**src/rtl/fetch_unit.sv**
```systemverilog
// Instruction fetch unit: issues 16-bit reads to a synchronous memory and
// queues {word, pc} pairs in a small prefetch FIFO for the decoder.
//
// Output handshake (instr_valid / instr_ready): instr_valid is high whenever
// the FIFO head holds a word. A transfer happens on a rising edge where both
// are high. While instr_valid is high and instr_ready is low, instr_data and
// instr_pc hold their values. instr_ready with instr_valid low does nothing.
// A redirect flushes the FIFO and takes priority over a transfer in the same
// cycle.
module fetch_unit #(
  parameter int MEM_DEPTH  = 8192,
  parameter int ADDR_WIDTH = $clog2(MEM_DEPTH),
  parameter int FIFO_DEPTH = 4,
  parameter int RESET_PC   = 0
) (
  input  logic                  clk,
  input  logic                  rst,
  output logic [ADDR_WIDTH-1:0] addr,
  output logic                  en,
  output logic                  rd_en,
  output logic [1:0]            wr_en,
  input  logic [15:0]           din,
  input  logic                  run,
  input  logic                  redirect,
  input  logic [ADDR_WIDTH-1:0] redirect_pc,
  output logic                  instr_valid,
  input  logic                  instr_ready,
  output logic [15:0]           instr_data,
  output logic [ADDR_WIDTH-1:0] instr_pc,
  output logic                  state_dbg
);

  localparam int PW = $clog2(FIFO_DEPTH);
  localparam int CW = PW + 1;
  localparam int OW = CW + 1;
  localparam logic [OW-1:0] DEPTH_L = OW'(FIFO_DEPTH);

  typedef enum logic {
    IDLE = 1'b0,
    RUN  = 1'b1
  } state_t;

  state_t                state;
  state_t                state_next;
  logic [ADDR_WIDTH-1:0] fetch_pc;
  logic [ADDR_WIDTH-1:0] tag_pc;
  logic                  inflight;
  logic [CW-1:0]         count;
  logic [PW-1:0]         wr_ptr;
  logic [PW-1:0]         rd_ptr;
  logic [15:0]           fifo_data [FIFO_DEPTH];
  logic [ADDR_WIDTH-1:0] fifo_pc   [FIFO_DEPTH];
  logic [OW-1:0]         occupancy;
  logic                  issue;
  logic                  push;
  logic                  pop;
  logic                  unused_redirect_lsb;

  // Reserve a FIFO slot for the outstanding read so a response always fits.
  assign occupancy = {1'b0, count} + {{CW{1'b0}}, inflight};

  assign addr        = fetch_pc;
  assign en          = issue;
  assign rd_en       = issue;
  assign wr_en       = 2'b00;
  assign instr_valid = (count != '0);
  assign instr_data  = fifo_data[rd_ptr];
  assign instr_pc    = fifo_pc[rd_ptr];
  assign push        = inflight && !redirect;
  assign pop         = instr_valid && instr_ready && !redirect;
  assign state_dbg   = (state == RUN);

  // Instructions are halfword aligned; the low address bit is dropped.
  assign unused_redirect_lsb = redirect_pc[0];

  // State register: run is sampled each edge and takes effect next cycle.
  always_ff @(posedge clk or negedge rst) begin
    if (!rst) begin
      state <= IDLE;
    end else begin
      state <= state_next;
    end
  end

  // Next state and issue decision.
  always_comb begin
    state_next = state;
    issue      = 1'b0;
    case (state)
      IDLE: begin
        if (run) state_next = RUN;
      end
      RUN: begin
        if (!run) state_next = IDLE;
        issue = !redirect && (occupancy < DEPTH_L);
      end
      default: state_next = IDLE;
    endcase
  end

  // Fetch pointer and the single outstanding read tag.
  always_ff @(posedge clk or negedge rst) begin
    if (!rst) begin
      fetch_pc <= ADDR_WIDTH'(RESET_PC);
      tag_pc   <= '0;
      inflight <= 1'b0;
    end else begin
      if (redirect) begin
        fetch_pc <= {redirect_pc[ADDR_WIDTH-1:1], 1'b0};
      end else if (issue) begin
        fetch_pc <= fetch_pc + ADDR_WIDTH'(2);
      end
      if (issue) tag_pc <= fetch_pc;
      inflight <= issue;
    end
  end

  // Prefetch FIFO: push the returning word, pop on handshake, flush on redirect.
  always_ff @(posedge clk or negedge rst) begin
    if (!rst) begin
      wr_ptr <= '0;
      rd_ptr <= '0;
      count  <= '0;
      for (int i = 0; i < FIFO_DEPTH; i++) begin
        fifo_data[i] <= '0;
        fifo_pc[i]   <= '0;
      end
    end else if (redirect) begin
      wr_ptr <= '0;
      rd_ptr <= '0;
      count  <= '0;
    end else begin
      if (push) begin
        fifo_data[wr_ptr] <= din;
        fifo_pc[wr_ptr]   <= tag_pc;
        wr_ptr            <= wr_ptr + PW'(1);
      end
      if (pop) rd_ptr <= rd_ptr + PW'(1);
      count <= count + CW'(push) - CW'(pop);
    end
  end

endmodule
```
**config.mk**
```make
export PLATFORM = sky130hd
export DESIGN_NAME = fetch_unit
export DESIGN_NICKNAME = d
export VERILOG_FILES = /design/src/rtl/fetch_unit.sv
export SDC_FILE = /design/constraint.sdc
export NUM_CORES = 1
export LEC_CHECK = 0
export CAP_MARGIN = 20
export CELL_PAD_IN_SITES_DETAIL_PLACEMENT = 0
export CELL_PAD_IN_SITES_GLOBAL_PLACEMENT = 2
export CORE_MARGIN = 1
export CORE_UTILIZATION = 40
export DETAILED_ROUTE_END_ITERATION = 10
export GPL_ROUTABILITY_DRIVEN = 0
export PLACE_DENSITY_LB_ADDON = 0.3
export SYNTH_ARGS = -nofsm -noshare
export SYNTH_HDL_FRONTEND = slang
export SYNTH_SLANG_ARGS = --single-unit
export TNS_END_PERCENT = 10
```
**constraint.sdc**
```tcl
create_clock -name clk -period 2.3 [get_ports clk]
set_input_delay 0.345 -clock clk [delete_from_list [all_inputs] [get_ports clk]]
set_output_delay 0.345 -clock clk [all_outputs]
set_load 0.01 [all_outputs]
```
---- After elaboration in Yosys (flattened, before gate mapping) ----
Index checks and enable logic that the tools add are counted.
cells by class
  add/sub/neg operators ................... 6
  order comparisons ....................... 4
  mux-type cells .......................... 21
  bitwise operators ....................... 3
  reductions and logical operators ........ 11
operator list
  cell                     count
  $mux W13                 5
  $bwmux W64               1
  $bwmux W52               1
  $mux W16                 3
  $bmux W16 S2             1
  $demux W16 S2            1
  $bmux W13 S2             1
  $demux W13 S2            1
  $add A13 B2 Y13 const B  1
  $mux W2                  4
  $ge A3 B3 Y1 const B     2
  $not A2 Y3               2
  $reduce_bool A2 Y1       3
  $logic_and A1 B1 Y1      5
  $add A2 B1 Y2 const B    2
  $add A3 B1 Y4            1
  $lt A4 B3 Y1 const B     1
  $add A3 B1 Y3            1
  $lt A3 B1 Y1 const B     1
  $mux W3                  1
  $reduce_bool A3 Y1       1
  $sub A3 B1 Y3            1
  $mux W1                  2
  $reduce_and A2 Y1        1
  other kinds (2)          2
word-level totals
  bits in registers ....................... 151
  bits of input ports ..................... 34
  output and inout port bits .............. 48
  logic and storage cells ................. 60

---- Longest topological paths before layout ----
  word-level depth ........................ 6
  depth in mapped cells ................... 11
  depth with buffers taken out ............ 10

---- Worst setup path before layout ----
OpenSTA, ideal clock, no wires.
  kind .................................... register to register
  start ................................... register count[1]
  end ..................................... register count[2]
  library setup time ...................... 0.132 ns
  arrival time ............................ 2.055 ns
  required time ........................... 2.168 ns
  slack ................................... 0.113 ns
  stages on the path, launching flop included .. 11
  path buffers ............................ 0
  period minus slack after synthesis ...... 2.187 ns
  cell sequence ........................... dfrtp_1 or3_1 nand2_1 nor2_1 ha_1 inv_1 ha_1 inv_1 fa_1 xnor2_1 nor2_1
on the way
  longest elaborated chain between the ends .. 5
  elaborated cells between the ends (all ways) .. 6
  those cells by class .................... 2 x add/sub; 1 x mux; 3 x reduce/logical
ends and longest elaborated chain
  element                           line  text
  start: declaration                48    logic [CW-1:0] count;
  start signal: assignment          139   count <= count + CW'(push) - CW'(pop);
  $reduce_bool A3 Y1                66    assign instr_valid = (count != '0);
  net instr_valid                   26    output logic instr_valid,
  $logic_and A1 B1 Y1 (2 in a row)  70    assign pop = instr_valid && instr_ready && !redirect;
  $sub A3 B1 Y3                     139
  $mux W3                           128   end else if (redirect) begin
The timed path passes the listed nets, and every way through them passes these cells.
A chain may end at the register's enable or synchronous reset.

---- Final worst setup path ----
  start ................................... register count[1]
  end ..................................... register count[2]
on the way
  longest elaborated chain between the ends .. 5
  elaborated cells between the ends (all ways) .. 6
  those cells by class .................... 2 x add/sub; 1 x mux; 3 x reduce/logical
ends and longest elaborated chain
  element                                                line
  branches (longest 3 deep; another with $add A3 B1 Y3)  --
  $sub A3 B1 Y3 (*)                                      139
  $mux W3 (*)                                            128
Mark *: on every way between the ends.

==> results_dict.tcl <==
set metrics [dict create \
    status "finished, final reports clean" \
    use_met1_pct 22.4 \
    endpoint_kind "register" \
    avgSynthCellArea_um2 15.2 \
    layout_common_cells "dfrtp_1 (144), mux2_2 (125), clkdlybuf4s50_1 (44)" \
    final_common_cell "dfrtp_1" \
    dp_cells 727 \
    layout-drive-gt1-share_pct 42.5 \
    critPathMaxStageDelay_ns 0.38 \
    die_area_um2 16700 \
    drtIter0Drc 135 \
    cp_max_fo 5 \
    ys_types 35 \
    grt_first_pass_wirelength_um 22000 \
    busiest_layer "met2" \
    final_cells 762 \
    hold_viol_final 0 \
    clk_pin_slew_ns 0.06 \
    ys_ff_latch 145 \
    antenna_found_initial 0 \
    viasPerCell 5.17 \
    syn_inst 427 \
    synth_area_um2 6490 \
    power_mw 9.91 \
    clockRootBuffer "clkbuf_16" \
    syn2layout_area_growth_pct 29.7 \
    period_share_pct 98.0 \
    rows 46 \
    coreArea_um2 15900 \
    rsz0062_at_grt "yes" \
    slew_viol_final 0 \
    cts_tree "done" \
    avgRoutedWirePerCell_um 17.5 \
    cts.path.max_buffers 2 \
    num-nets-final 577 \
    drc 0 \
    arrival_ns 2.56 \
    slew_headroom_pct 56.1 \
    maxCapViolCount 0 \
    die_w_um 129 \
    ios 82 \
    grt_pass1_vias 4223 \
    ir_drop_mv 0.594 \
    cts.sinks 145 \
    grt_max_degree 70 \
    period_needed_ns 2.25 \
    initial_core_util_pct 40.8 \
    clk_latency_ns 0.41 \
    port_buffers 76 \
    die_h_um 129 \
    ys_seq_area_share_pct 55.9 \
    synth_top_cell_by_area "dfrtp_1" \
    fin_skew_ns 0.00583 \
    worstPathRequired_ns 2.60 \
    fill_cells 1333 \
    antennaDiodeCount 0 \
    dr.pass1.iters 4 \
    vias 3942 \
    hold_class "input port to register" \
    track_usage_pct 17.8 \
    setup_tns_ns 0 \
    timing.fmax_mhz 444 \
    gr-usage-met3_pct 5.82 \
    critPathKind "register to register" \
    htreeDepth 4 \
    hpwl_um 8900 \
    cp_slowest_cell "dfrtp_1" \
    cp_cell_sequence "buf_4 -> or3_4 -> nand2_2 -> nor2_1 -> ha_1 -> inv_1 -> ha_1 -> inv_1 -> fa_1 -> xnor2_1 -> nor2_1" \
    finalWirelength_um 13400 \
    worst_pin_slew_ns 0.658 \
    ys_warn_count 0 \
    leakagePower_nw 3.83 \
    overflow 0 \
    met2_usage_pct 29.5 \
    cts_buffers 17 \
    cp-start-kind "register" \
    finalSetupViolations 0 \
    powerDensity_nw_per_um2 1180 \
    synth_area_leaders "dfrtp_1 (56%), mux2_2 (22%), mux4_2 (9.7%)" \
    drtAntennaViolNets 0 \
    synth_top_area_share_pct 55.9 \
]
==> cell families (layout without fill, tap and decap cells) <==
family | count (synthesis) | after routing | synth area share (%)
DFF | 145 | 145 | 55.9
muxes | 155 | 155 | 31.7
and+or+nand+nor | 58 | 58 | 4.63
buffers and inverters | 34 | 150 | 2.74
AOI/OAI and AO/OA | 20 | 20 | 2.41
other | 1 | 4 | 0.0578
adders and majority gates | 9 | 9 | 1.85
xor gates and xnor gates | 5 | 5 | 0.675
==> what timing repair did <==
action / CTS / global route
hold buffers: 1 / 0
endpoints found under the setup margin: 31 / 16
gates cloned: 1 / 0
endpoints found under the hold margin: 66 / 0
setup buffers: 1 / 1
gates resized for setup: 55 / 18
==> path summary, 6_finish.rpt <==
kind	start	end	slack, ns	cells past startpoint
setup / recovery	count[1]$_DFF_PN0_	count[2]$_DFF_PN0_	0.05	11
hold / removal	run	state_dbg$_DFF_PN0_	0.38	1
setup reg to reg	count[1]$_DFF_PN0_	count[2]$_DFF_PN0_	0.05	11
hold reg to reg	fifo_data[29]$_DFFE_PN0P_	fifo_data[29]$_DFFE_PN0P_	0.50	1
max in group asynchronous	rst	addr[1]$_DFFE_PN0P_	1.14	3
min in group asynchronous	rst	fifo_data[50]$_DFFE_PN0P_	0.51	2
==> sequential cells by signal (all words and copies together), names as in the netlist <==
name / cells
fifo_data: 64
state_dbg: 1
wr_ptr: 2
fifo_pc: 48
rd_ptr: 2
count: 3
inflight: 1
tag_pc: 12
addr: 12
==> per-layer routing <==
metal / vias to the layer above / share of wire, %
li1: 1800 / -
met1: 2057 / 45
met2: 79 / 49
met3: 6 / 4.6
met4: 0 / 0.78
met5: - / 0
==> cell type report <==
type                            instances  area (µm²)  area share, %
Clock buffer                           22         484           5.75
Sequential cell                       145        3630           43.1
Inverter                                8        30.0          0.357
Tap cell                              216         270           3.21
Multi-Input combinational cell        251        2710           32.2
Clock inverter                          9         178           2.11
Timing Repair Buffer                  111        1120           13.3
==> synth_stat cells <==
library cell  count
a21oi_1           1
a31oi_1           5
and4_1            3
buf_1             1
buf_2            13
buf_4             5
buf_6             2
clkbuf_1          5
conb_1            1
dfrtp_1         145
fa_1              1
ha_1              8
inv_1             8
mux2_2          125
mux2i_1           2
mux4_2           28
nand2_1          16
nand2b_1          1
nand3_1           7
nand4_1           2
nand4b_1          1
nor2_1           14
nor2b_1           2
nor4_1            1
o211a_1           1
o211ai_1          4
o21ai_0           2
o31a_1            2
o31ai_1           4
o32a_4            1
or2b_1            1
or3_1             2
or4_1             8
xnor2_1           2
xor2_1            3
==> metrics by stage <==
| step | instance area [µm²] | hold slack [ns] | setup slack, ns | util (%) |
|---|---|---|---|---|
| 2_1_floorplan | 6500 | 0.0494 | 0.113 | - |
| 3_3_place_gp | 7710 | 0.396 | -0.0771 | 48.5 |
| 3_5_place_dp | 7710 | 0.401 | -0.145 | 48.5 |
| 4_1_cts | 8380 | 0.374 | -0.116 | 52.8 |
| 5_1_grt | 8420 | 0.374 | -0.0393 | 53.0 |
| 6_report | 8420 | 0.382 | 0.0466 | 53.0 |
==> worst max-delay path, delay by kind of cell, from the launching register on <==
family / cells / cell delay (ns)
xor+xnor: 1 / 0.14
fa+ha+maj: 3 / 0.80
buf+inv: 3 / 0.27
flops: 1 / 0.38
simple gates: 4 / 0.55
==> power by group <==
part	switching [mW]	internal (mW)	leakage, nW
clock	1.01	2.03	0.314
combinational	1.14	1.92	1.67
sequential	0.480	3.32	1.85
(Power assumes the default switching activity.)
